--- config.mk ---
export PLATFORM = sky130hd
export DESIGN_NAME = mem_stage_hs
export DESIGN_NICKNAME = d
export VERILOG_FILES = /design/src/rtl/mem_stage_hs.sv
export SDC_FILE = /design/constraint.sdc
export NUM_CORES = 1
export LEC_CHECK = 0
export ABC_AREA = 1
export BUFFER_PORTS_ARGS = -buffer_cell sky130_fd_sc_hd__buf_2
export CAP_MARGIN = 20
export CORE_ASPECT_RATIO = 0.6
export CORE_MARGIN = 3
export CORE_UTILIZATION = 55
export CTS_BUF_LIST = sky130_fd_sc_hd__clkbuf_4 sky130_fd_sc_hd__clkbuf_8
export DETAILED_ROUTE_END_ITERATION = 8
export PLACE_DENSITY = 0.83
export SKIP_CTS_REPAIR_TIMING = 1
export SYNTH_ARGS = -nofsm -noshare
export SYNTH_HDL_FRONTEND = slang
export SYNTH_SLANG_ARGS = --single-unit
export TNS_END_PERCENT = 1
--- constraint.sdc ---
create_clock -name clk -period 2.7 [get_ports clk]
set_clock_uncertainty 0.15 [all_clocks]
set_input_delay 0.405 -clock clk [delete_from_list [all_inputs] [get_ports clk]]
set_output_delay 0.405 -clock clk [all_outputs]
set_load 0.005 [all_outputs]
--- src/rtl/mem_stage_hs.sv ---
// mem_stage_hs: MEM pipeline stage between EX/MEM and MEM/WB. Handles sized
// loads/stores with byte strobes, misalignment faults, and a ready-based
// data-memory handshake that stalls upstream and aborts after MAX_WAIT cycles.
module mem_stage_hs #(
    parameter int XLEN     = 32,
    parameter int RD_W     = 32,
    parameter int MAX_WAIT = 15
) (
    input  logic              clk,
    input  logic              reset_n,
    input  logic              valid_mem,
    input  logic [4:0]        ctrl_mem,
    input  logic [2:0]        funct3_mem,
    input  logic [RD_W-1:0]   rd_mem,
    input  logic [XLEN-1:0]   pc4_mem,
    input  logic [XLEN-1:0]   alu_result,
    input  logic [XLEN-1:0]   write_data1,
    input  logic [XLEN-1:0]   read_data,
    input  logic              mem_ready,
    output logic              mem_req,
    output logic              mem_we,
    output logic [1:0]        mem_ctrl_input,
    output logic [XLEN-1:0]   address,
    output logic [XLEN-1:0]   w_data,
    output logic [XLEN/8-1:0] w_strb,
    output logic              stall,
    output logic              mem_fault,
    output logic [2:0]        ctrl_wb,
    output logic [RD_W-1:0]   rd_wb,
    output logic [XLEN-1:0]   pc4_wb,
    output logic [XLEN-1:0]   mem_data,
    output logic [XLEN-1:0]   alu_data
);
    localparam int         SW        = XLEN / 8;
    // Value of the wait counter on the last cycle a request may stay unanswered.
    localparam logic [7:0] LAST_WAIT = 8'(MAX_WAIT - 1);
    localparam logic [1:0] OP_STORE  = 2'b01;
    localparam logic [1:0] OP_LOAD   = 2'b10;

    typedef enum logic {S_IDLE, S_WAIT} state_e;

    // Bundle handed to the WB stage.
    typedef struct packed {
        logic [2:0]      ctrl;
        logic [RD_W-1:0] rd;
        logic [XLEN-1:0] pc4;
        logic [XLEN-1:0] data;
        logic [XLEN-1:0] alu;
    } wb_t;

    // Snapshot of an outstanding memory request, replayed while waiting.
    typedef struct packed {
        logic [1:0]      op;
        logic [2:0]      funct3;
        logic [2:0]      ctrl;
        logic [RD_W-1:0] rd;
        logic [XLEN-1:0] pc4;
        logic [XLEN-1:0] addr;
        logic [XLEN-1:0] wdata;
        logic [SW-1:0]   strb;
    } req_t;

    function automatic logic [SW-1:0] store_strb(input logic [1:0] lo, input logic [1:0] size);
        logic [SW-1:0] s;
        case (size)
            2'b00:   s = SW'(1) << lo;
            2'b01:   s = SW'(3) << lo;
            default: s = '1;
        endcase
        return s;
    endfunction

    function automatic logic [XLEN-1:0] store_data(input logic [XLEN-1:0] wd, input logic [1:0] size);
        logic [XLEN-1:0] d;
        case (size)
            2'b00:   d = {SW{wd[7:0]}};
            2'b01:   d = {(XLEN/16){wd[15:0]}};
            default: d = wd;
        endcase
        return d;
    endfunction

    function automatic logic [XLEN-1:0] load_ext(input logic [XLEN-1:0] word, input logic [1:0] lo,
                                                 input logic [2:0] f3);
        logic [XLEN-1:0] b_sh;
        logic [XLEN-1:0] h_sh;
        logic [XLEN-1:0] res;
        b_sh = word >> {lo, 3'b000};
        h_sh = word >> {lo[1], 4'b0000};
        case (f3)
            3'b000:  res = {{(XLEN-8){b_sh[7]}}, b_sh[7:0]};
            3'b001:  res = {{(XLEN-16){h_sh[15]}}, h_sh[15:0]};
            3'b100:  res = {{(XLEN-8){1'b0}}, b_sh[7:0]};
            3'b101:  res = {{(XLEN-16){1'b0}}, h_sh[15:0]};
            default: res = word;
        endcase
        return res;
    endfunction

    state_e     state_q, state_d;
    logic [7:0] cnt_q, cnt_d;
    wb_t        wb_q, wb_d;
    req_t       req_q, req_d;
    logic       fault_q, fault_d;

    logic            req_c, we_c, stall_c;
    logic [1:0]      op_c;
    logic [XLEN-1:0] addr_c, wdata_c;
    logic [SW-1:0]   strb_c;

    logic [1:0] op_in;
    logic       is_st_in, is_ld_in, mem_op_in, misalign_in, start;

    // Decode the incoming instruction and classify its memory access.
    always_comb begin
        op_in       = ctrl_mem[4:3];
        is_st_in    = (op_in == OP_STORE);
        is_ld_in    = (op_in == OP_LOAD);
        mem_op_in   = valid_mem && (is_st_in || is_ld_in);
        misalign_in = mem_op_in &&
                      (((funct3_mem[1:0] == 2'b01) && alu_result[0]) ||
                       (funct3_mem[1] && (alu_result[1:0] != 2'b00)));
        start       = (state_q == S_IDLE) && mem_op_in && !misalign_in;
    end

    // Next-state, handshake outputs and WB bundle for the request FSM.
    always_comb begin
        // NOTE: every signal gets a default first so no path leaves one unassigned (no latches).
        state_d = state_q;
        cnt_d   = cnt_q;
        wb_d    = wb_q;
        req_d   = req_q;
        fault_d = 1'b0;
        req_c   = 1'b0;
        we_c    = 1'b0;
        stall_c = 1'b0;
        op_c    = op_in;
        addr_c  = {alu_result[XLEN-1:2], 2'b00};
        wdata_c = store_data(write_data1, funct3_mem[1:0]);
        strb_c  = '0;

        unique case (state_q)
            S_IDLE: begin
                cnt_d  = '0;
                req_c  = start;
                we_c   = start && is_st_in;
                strb_c = (start && is_st_in) ? store_strb(alu_result[1:0], funct3_mem[1:0]) : '0;
                if (start) begin
                    req_d = '{op: op_in, funct3: funct3_mem, ctrl: ctrl_mem[2:0], rd: rd_mem,
                              pc4: pc4_mem, addr: alu_result, wdata: wdata_c,
                              strb: store_strb(alu_result[1:0], funct3_mem[1:0])};
                end
                if (!mem_op_in) begin
                    wb_d = '{ctrl: valid_mem ? ctrl_mem[2:0] : 3'b000, rd: rd_mem, pc4: pc4_mem,
                             data: '0, alu: alu_result};
                end else if (misalign_in) begin
                    wb_d    = '{ctrl: 3'b000, rd: rd_mem, pc4: pc4_mem, data: '0, alu: alu_result};
                    fault_d = 1'b1;
                end else if (mem_ready) begin
                    wb_d = '{ctrl: ctrl_mem[2:0], rd: rd_mem, pc4: pc4_mem,
                             data: is_ld_in ? load_ext(read_data, alu_result[1:0], funct3_mem) : '0,
                             alu: alu_result};
                end else begin
                    stall_c      = 1'b1;
                    wb_d.ctrl    = 3'b000;
                    if (LAST_WAIT == 8'd0) begin
                        fault_d = 1'b1;
                    end else begin
                        state_d = S_WAIT;
                        cnt_d   = 8'd1;
                    end
                end
            end
            S_WAIT: begin
                req_c     = 1'b1;
                we_c      = (req_q.op == OP_STORE);
                op_c      = req_q.op;
                addr_c    = {req_q.addr[XLEN-1:2], 2'b00};
                wdata_c   = req_q.wdata;
                strb_c    = (req_q.op == OP_STORE) ? req_q.strb : '0;
                wb_d.ctrl = 3'b000;
                if (mem_ready) begin
                    wb_d = '{ctrl: req_q.ctrl, rd: req_q.rd, pc4: req_q.pc4,
                             data: (req_q.op == OP_LOAD) ?
                                   load_ext(read_data, req_q.addr[1:0], req_q.funct3) : '0,
                             alu: req_q.addr};
                    state_d = S_IDLE;
                    cnt_d   = '0;
                end else begin
                    stall_c = 1'b1;
                    if (cnt_q >= LAST_WAIT) begin
                        state_d = S_IDLE;
                        cnt_d   = '0;
                        fault_d = 1'b1;
                    end else begin
                        cnt_d = cnt_q + 8'd1;
                    end
                end
            end
        endcase
    end

    // State, request snapshot, fault pulse and WB bundle registers.
    always_ff @(posedge clk or negedge reset_n) begin
        if (!reset_n) begin
            state_q <= S_IDLE;
            cnt_q   <= '0;
            wb_q    <= '0;
            req_q   <= '0;
            fault_q <= 1'b0;
        end else begin
            // NOTE: non-blocking so every register samples pre-edge values in parallel.
            state_q <= state_d;
            cnt_q   <= cnt_d;
            wb_q    <= wb_d;
            req_q   <= req_d;
            fault_q <= fault_d;
        end
    end

    // Handshake outputs are forced quiet while reset is held, whatever the inputs.
    assign mem_req        = reset_n && req_c;
    assign mem_we         = reset_n && we_c;
    assign stall          = reset_n && stall_c;
    assign w_strb         = reset_n ? strb_c : '0;
    assign mem_ctrl_input = op_c;
    assign address        = addr_c;
    assign w_data         = wdata_c;
    assign mem_fault      = fault_q;
    assign ctrl_wb        = wb_q.ctrl;
    assign rd_wb          = wb_q.rd;
    assign pc4_wb         = wb_q.pc4;
    assign mem_data       = wb_q.data;
    assign alu_data       = wb_q.alu;
endmodule

==> results.py, run 1 <==
metrics = {
    "final_layout": {
        "nets": 2468,
        "final_common_cell": "nand2_1",
        "syn_to_final_growth_pct": 27.9,
        "finalNonFillerCells": 2644,
        "stdcell_area_um2": 17800,
        "ff_latch_area_um2": 7040,
        "drive_above_1_share": 0.219,
        "multi_input_comb_area_um2": 5830,
        "fillers": 1843,
        "layout_common_cells": "738 x nand2_1, 373 x buf_2, 280 x dfrtp_1",
        "utilization": 0.727,
    },
    "pwr": {
        "power_density_nw_per_um2": 650,
        "p_int_mw": 7.94,
        "seq_power_share": 0.470,
        "p_comb_frac": 0.209,
        "swShare": 0.316,
        "vdd_ir_drop_max_uv": 438,
        "clock_power_share": 0.321,
        "p_sw_mw": 3.66,
        "p_leak_nw": 9.67,
    },
    "job": {
        "cap_violations": 0,
    },
    "global_route": {
        "grt_max_degree": 171,
        "antenna_found_initial": 0,
        "grt-ovfl-total": 0,
        "grt_pass1_wl_um": 66200,
        "grt_pass1_vias": 12776,
        "grt_use_total": 0.299,
    },
    "outcome": {
        "failed_checks": "hold timing",
        "status": "complete, but fails checks",
    },
    "logic_synthesis": {
        "synth_top_area_share": 0.504,
        "synth_cell_types": 32,
        "syn_area_um2": 13900,
        "avgSynthCellArea_um2": 7.46,
        "synth-async-reset-ratio": 1.00,
        "yosys.area.top_type": "dfrtp_1",
        "yosysSeqAreaShare": 0.504,
        "ys_seq_elements": 281,
        "synth-warning-count": 0,
        "synth_ff_type": "dfrtp_1",
        "synth_cells": 1869,
        "synth_area_leaders": "dfrtp_1 50%, nand2_1 20%, o21ai_0 8.6%, inv_1 3.7%, nor2_1 3.5%",
        "synth_edf_count": 0,
    },
    "die": {
        "pin_count": 377,
        "die_h_um": 129,
        "die_w_um": 212,
        "num_rows": 44,
        "initial_core_util": 0.568,
        "die-area_um2": 27400,
        "core_um2": 24600,
    },
    "route": {
        "routed_wl_um": 45200,
        "wire_per_inst_um": 17.1,
        "drtPass1Iterations": 6,
        "postRouteAntennaNets": 0,
        "drc": 0,
        "dr_total_vias": 14575,
        "vias_per_cell": 5.51,
        "detailedRoute.firstIterationViolations": 1791,
    },
    "timing": {
        "maxSlewHeadroom": 0.399,
        "hold_viol": 3,
        "tns_ns": 0,
        "finalCritPeriodShare": 0.985,
        "report.final.slew_viol_count": 0,
        "worst_slack_ns": 0.0397,
        "fmax_mhz": 376,
        "fin_crit_ns": 2.66,
        "timing.hold.ws_ns": -0.0118,
        "setup_viol": 0,
        "worst_pin_slew_ns": 0.902,
    },
    "clock_network": {
        "cts_root_buffer": "clkbuf_8",
        "cts_buffers": 42,
        "clock_path_buffers": 3,
        "worstSkewPairLatency_ns": 0.57,
        "clkTransAtPathRegs_ns": 0.06,
        "cts_tree": "built",
        "cts.sinks": 281,
        "cts.htree.levels": 2,
    },
    "critical_path": {
        "startpoint_type": "flip-flop",
        "critical_path_class": "reg -> out",
        "crit_path_max_fanout": 84,
        "cp.arrival_ns": 2.11,
        "required_ns": 2.14,
        "worstSetupEndpointType": "output pin",
    },
    "place": {
        "io_buffers": 374,
        "dpl_worst_slack_ns": 0.205,
        "dpl.cell_count": 2473,
        "dpl.hpwl_um": 29400,
        "place_area_um2": 16000,
        "place_congestion": 0.946,
    },
    "min_path": {
        "hold_class": "in -> reg",
    },
}
critical path, stage by stage (launching register included):
cell and delay [ns]:
dfrtp_4 0.54, buf_12 0.23, o21ai_0 0.51, buf_2 0.23
metal layers:
layer / global-route usage / part of all wire / vias up
met5: 0 / 0 / -
met4: 0.0755 / 0.034 / 0
li1: - / - / 6756
met1: 0.437 / 0.42 / 6757
met3: 0.0750 / 0.099 / 155
met2: 0.453 / 0.45 / 907
synthesized netlist by cell type, types with 9 or more instances:
library cell and instances:
nand3_1 51, clkbuf_1 62, inv_1 137, a31oi_1 64
o21ai_0 240, o211ai_1 14, dfrtp_1 281, nand2_1 738
a21oi_1 44, nor2_1 131, buf_2 41, buf_4 9
worst paths after layout:
kind / start / end / slack, ns / cells after the start
max in group asynchronous: reset_n / state_q / 1.06 / 3
setup / recovery: state_q / address[17] / 0.04 / 3
hold / removal: alu_result[24] / req_q[60] / -0.01 / 3
min in group asynchronous: reset_n / mem_data[5] / 0.14 / 2
hold reg to reg: alu_data[6] / alu_data[6] / 0.32 / 2
setup reg to reg: req_q[37] / mem_data[30] / 0.45 / 10
power by group through the flow:
stage          combinational (mW)  sequential [mW]  clock [mW]
4_1_cts                      2.25             5.41        3.76
3_5_place_dp                 2.25             5.47           0
2_1_floorplan                1.35             5.36           0
5_1_grt                      2.72             5.52        4.00
3_3_place_gp                 2.17             5.44           0
6_report                     2.42             5.46        3.72
cells by family after synthesis:
group | Yosys count | synth area share
buffers and inverters | 265 | 0.0816
flip-flops | 281 | 0.504
AND/OR/NAND/NOR | 941 | 0.262
AO/OA/AOI/OAI | 367 | 0.141
other | 1 | 0.000269
XOR/XNOR | 2 | 0.00126
adder cells (fa/ha/maj) | 4 | 0.00359
multiplexers | 8 | 0.00646
final cells by class:
class | instances | share of cell area
Sequential cell | 281 | 0.394
Clock buffer | 65 | 0.0456
Timing Repair Buffer | 497 | 0.176
Tap cell | 322 | 0.0226
Antenna cell | 1 | 0.000140
Clock inverter | 8 | 0.00428
Multi-Input combinational cell | 1327 | 0.327
Inverter | 143 | 0.0305
flip-flops by register name, indices dropped and copies added (netlist names):
signal / flops
req_q: 140
alu_data: 32
mem_data: 32
pc4_wb: 32
rd_wb: 32
cnt_q: 8
ctrl_wb: 3
mem_fault: 1
state_q: 1
stage by stage:
stage | hold WS, ns | power [mW]
3_5_place_dp | 0.127 | 7.72
6_report | -0.0118 | 11.6
2_1_floorplan | -0.0406 | 6.71
3_3_place_gp | 0.122 | 7.61
5_1_grt | -0.0191 | 12.2
4_1_cts | -0.479 | 11.4
No activity file was read; power rests on OpenSTA's default activity.
==> run 2: changes to the inputs <==
BUFFER_PORTS_ARGS = unset   (was -buffer_cell sky130_fd_sc_hd__buf_2)
CORE_UTILIZATION = 59   (was 55)
DONT_BUFFER_PORTS = 1   (was unset)
PLACE_DENSITY = 0.75   (was 0.83)
==> run 2 against run 1 <==
  * The run still ends with hold timing left
  * Register-to-register slack better by 0.02 ns
  * Critical endpoint is now w_data[30]
  * Count of clock-buffer cells in the layout is 2 lower
  * Final area is 8.7% lower
  * Die area is 6.5% lower
  * Largest power group unchanged
  * Non-clock buffer count is 340 lower
  * Via count is 11% lower
  * Critical path depth stayed put
  * Clock power is 1% higher
  * Combinational power is 23% lower
==> results.py, run 2 (synthesis gave the netlist of run 1 again) <==
metrics = {
    "outcome": {
        "status": "complete, but fails checks",
        "failed_checks": "hold timing",
    },
    "critical_path": {
        "cp.arrival_ns": 2.05,
        "crit_path_max_fanout": 33,
        "cpPeakStageDelay_ns": 1.01,
        "crit_path_cell_trace": "dlygate4sd3_1, a21oi_1, o21ai_0",
        "critical_path_class": "in -> out",
        "worstSetupEndpointType": "output pin",
        "startpoint_type": "primary input",
        "crit_slowest_cell": "dlygate4sd3_1",
        "required_ns": 2.14,
    },
    "place": {
        "io_buffers": 0,
        "dpl_worst_slack_ns": 0.340,
        "place_congestion": 0.902,
        "dpl.hpwl_um": 26600,
    },
    "final_layout": {
        "ff_latch_area_um2": 7040,
        "syn_to_final_growth_pct": 16.9,
        "fillers": 1738,
        "nets": 2129,
        "utilization": 0.721,
        "final_common_cell": "nand2_1",
        "diodes": 0,
        "multi_input_comb_area_um2": 5840,
        "layout_common_cells": "738 x nand2_1, 280 x dfrtp_1, 240 x o21ai_0",
        "drive_above_1_share": 0.0686,
        "top_register": "req_q",
        "largest_reg_flops": 140,
    },
    "timing": {
        "finalCritPeriodShare": 0.966,
        "maxSlewHeadroom": 0.475,
        "worst_slack_ns": 0.0906,
        "report.final.slew_viol_count": 0,
        "setup_viol": 0,
        "fmax_mhz": 383,
        "hold_viol": 290,
        "worst_pin_slew_ns": 0.788,
        "timing.hold.ws_ns": -0.610,
        "fin_crit_ns": 2.61,
        "rsz0062_at_grt": "false",
    },
    "die": {
        "core_um2": 22600,
        "initial_core_util": 0.617,
        "die_h_um": 125,
        "die_w_um": 204,
        "pin_count": 377,
        "die-area_um2": 25600,
        "num_rows": 42,
    },
    "clock_network": {
        "cts_buffers": 43,
        "cts_tree": "built",
        "cts.sinks": 281,
        "clock_path_buffers": 3,
        "worstSkewPairLatency_ns": 0.56,
        "clkTransAtPathRegs_ns": 0.06,
        "cts.htree.levels": 2,
        "cts_root_buffer": "clkbuf_8",
    },
    "global_route": {
        "grt_pass1_wl_um": 61900,
        "grt_max_degree": 284,
        "grt_use_total": 0.299,
        "grt_pass1_vias": 11422,
        "grt-ovfl-total": 0,
        "antenna_found_initial": 0,
    },
    "pwr": {
        "total_power_mw": 11.1,
        "p_leak_nw": 8.28,
        "vdd_ir_drop_max_uv": 507,
        "power_density_nw_per_um2": 683,
    },
    "job": {
        "cap_violations": 0,
    },
    "route": {
        "dr_total_vias": 12991,
        "detailedRoute.firstIterationViolations": 1322,
        "vias_per_cell": 5.67,
        "wire_per_inst_um": 18.3,
        "drc": 0,
        "routed_wl_um": 42000,
        "postRouteAntennaNets": 0,
        "drtPass1Iterations": 6,
    },
    "min_path": {
        "hold_class": "in -> async",
    },
}
[run 2: changes by cell type in the layout (fill, tap and decap cells not counted), sizes merged]
cell	delta
clkbuf	-1
clkinv	+2
inv	+1
dlygate4sd3	+35
buf	-376
diode	-1
[run 2: area by class of cell]
| class | instances | area share |
|---|---|---|
| multi-input cells | 1327 | 0.358 |
| clock inverters | 11 | 0.00568 |
| clock buffers | 63 | 0.0505 |
| repair buffers | 157 | 0.0967 |
| inverters | 143 | 0.0333 |
| well taps | 308 | 0.0237 |
| flip-flops and latches | 281 | 0.432 |
[run 2: power breakdown]
| part | internal (mW) | total, mW | switching, mW |
|---|---|---|---|
| combinational | 0.719 | 1.86 | 1.14 |
| clock | 2.06 | 3.77 | 1.71 |
| sequential | 4.95 | 5.51 | 0.551 |
[run 2: layer usage]
metal	up-vias	wire length (um)	global-route usage
met2	681	19000	0.446
met1	6126	16800	0.407
met3	91	5160	0.128
met4	0	1040	0.0756
met5	-	0	0
li1	6093	-	-
[run 2: per-stage QoR]
stage / instance area (um^2) / TNS, ns / cells
after global routing: 16300 / 0 / 2290
after CTS: 14900 / -0.00509 / 2159
after global placement: 14000 / 0 / 2085
final: 16300 / 0 / 2290
after detailed placement: 14000 / 0 / 2085
after floorplan: 14000 / 0 / 1873
[run 2: worst max-delay path: cells and delay by family]
kind            cells  cell delay [ns]
compound gates      2             0.63
buf+inv             1             1.01
[run 2: worst paths after layout]
path	start	slack [ns]	endpoint	cells after the start
worst max-delay path	funct3_mem[1]	0.09	w_data[30]	3
worst min-delay path	reset_n	-0.61	rd_wb[10]	0
worst max register to register	req_q[136]	0.47	mem_data[10]	8
worst min register to register	req_q[132]	0.33	ctrl_wb[0]	2
max in group asynchronous	reset_n	2.37	state_q	0
min in group clk	write_data1[10]	-0.04	req_q[14]	2
==> run 3: changes to the inputs <==
CORE_UTILIZATION = 25   (was 59)
PLACE_DENSITY = 0.38   (was 0.75)
SLEW_MARGIN = 20   (was unset)
==> run 3 against run 2 <==
  * The flow finishes with violations (hold timing, slew limit)
  * Combinational power is 9% higher
  * Die area is 130% higher
  * Core utilization is 40 points lower
  * First-iteration DRC count is 27% lower
  * Fmax is 1.3% higher
  * Clock power is 16% higher
  * Setup slack better by 0.034 ns
  * Highest routed layer unchanged
==> results.py, run 3 (synthesis gave the netlist of run 1 again) <==
metrics = {
    "critical_path": {
        "crit_slowest_cell": "dfrtp_4",
        "worstSetupEndpointType": "output pin",
        "required_ns": 2.14,
        "cpPeakStageDelay_ns": 0.56,
        "startpoint_type": "flip-flop",
        "crit_path_cell_trace": "inv_6, o21ai_0, a21oi_2, o21ai_2, nor3_2, buf_4",
        "critical_path_class": "reg -> out",
        "cp.arrival_ns": 2.02,
        "crit_path_max_fanout": 8,
    },
    "timing": {
        "maxSlewHeadroom": -0.0992,
        "setup_viol": 0,
        "timing.hold.ws_ns": -0.683,
        "report.final.slew_viol_count": 95,
        "tns_ns": 0,
        "rsz0062_at_grt": "false",
        "worst_pin_slew_ns": 1.65,
        "hold_viol": 284,
        "fin_crit_ns": 2.58,
        "fmax_mhz": 388,
        "finalCritPeriodShare": 0.954,
    },
    "pwr": {
        "vdd_ir_drop_max_uv": 333,
        "power_density_nw_per_um2": 670,
        "p_leak_nw": 8.65,
        "total_power_mw": 11.9,
    },
    "route": {
        "wl_met1_um": 23400,
        "detailedRoute.firstIterationViolations": 967,
        "postRouteAntennaNets": 0,
        "drc": 0,
        "wire_per_inst_um": 17.6,
        "drtPass1Iterations": 7,
        "wl_met2_um": 21400,
        "dr.max_layer_used": "met4",
        "routed_wl_um": 49300,
        "dr_total_vias": 12711,
        "wl_met3_um": 3660,
        "vias_per_cell": 4.53,
    },
    "clock_network": {
        "cts.htree.levels": 2,
        "worstSkewPairLatency_ns": 0.64,
        "clkTransAtPathRegs_ns": 0.06,
        "cts_tree": "built",
        "cts.sinks": 281,
        "cts_buffers": 50,
        "clock_path_buffers": 3,
        "cts_root_buffer": "clkbuf_8",
    },
    "global_route": {
        "grt-ovfl-total": 0,
        "grt_max_degree": 284,
        "grt_pass1_wl_um": 72400,
        "antenna_found_initial": 2,
        "grt_use_total": 0.157,
        "grt_pass1_vias": 11364,
    },
    "outcome": {
        "failed_checks": "hold timing, slew limit",
        "status": "complete, but fails checks",
    },
    "die": {
        "pin_count": 377,
        "die-area_um2": 58700,
        "initial_core_util": 0.255,
        "core_um2": 54700,
        "die_w_um": 311,
        "num_rows": 66,
        "die_h_um": 189,
    },
    "final_layout": {
        "nets": 2196,
        "drive_above_1_share": 0.0797,
        "fillers": 5927,
        "multi_input_comb_area_um2": 5830,
        "final_common_cell": "nand2_1",
        "layout_common_cells": "738 x nand2_1, 280 x dfrtp_1, 239 x o21ai_0",
        "syn_to_final_growth_pct": 26.9,
        "ff_latch_area_um2": 7040,
        "largest_reg_flops": 140,
        "top_register": "req_q",
    },
    "place": {
        "place_congestion": 0.826,
        "io_buffers": 0,
        "dpl.hpwl_um": 31800,
    },
    "min_path": {
        "hold_class": "in -> async",
    },
    "job": {
        "cap_violations": 0,
    },
}
[run 3: power breakdown]
part / total (mW) / switching [mW] / internal, mW
clock network: 4.37 / 1.94 / 2.43
logic: 2.02 / 1.20 / 0.814
registers: 5.47 / 0.513 / 4.96
[run 3: area by class of cell]
cell class                      instances  area share
Sequential cell                       281       0.398
Multi-Input combinational cell       1327       0.330
Timing Repair Buffer                  217       0.127
Clock buffer                           78      0.0557
Tap cell                              748      0.0529
Inverter                              143      0.0309
Clock inverter                         12     0.00594
Antenna cell                            1    0.000141
[run 3: worst paths after layout]
check / start / endpoint / slack (ns) / depth (start not counted)
min: reset_n / req_q[32] / -0.68 / 0
min in group clk: read_data[7] / mem_data[7] / -0.03 / 6
max reg2reg: state_q / mem_data[14] / 0.31 / 10
max: state_q / w_strb[2] / 0.12 / 6
max in group asynchronous: reset_n / mem_data[29] / 1.76 / 0
min reg2reg: req_q[134] / ctrl_wb[2] / 0.33 / 2
[run 3: per-stage QoR]
step	util	setup slack, ns	cells	area [um^2]	hold slack [ns]
2_1_floorplan	-	0.461	1873	14000	-0.0406
3_3_place_gp	0.269	0.254	2530	14700	-0.0291
3_5_place_dp	0.269	0.287	2530	14700	-0.0286
4_1_cts	0.289	-0.192	2620	15800	-0.768
5_1_grt	0.324	0.00542	2807	17700	-0.766
6_report	0.324	0.124	2807	17700	-0.683
[run 3: layer usage]
metal  global-route usage  vias to the layer above
met3               0.0532                       61
li1                     -                     6245
met5                    0                        -
met2                0.232                      346
met1                0.221                     6059
met4               0.0385                        0
[run 3: worst max-delay path, delay by kind of cell, from the launching register on]
| family | cells | cell delay (ns) |
|---|---|---|
| DFF | 1 | 0.56 |
| and+or+nand+nor | 1 | 0.18 |
| AOI/OAI and AO/OA | 3 | 0.39 |
| buffers and inverters | 2 | 0.26 |
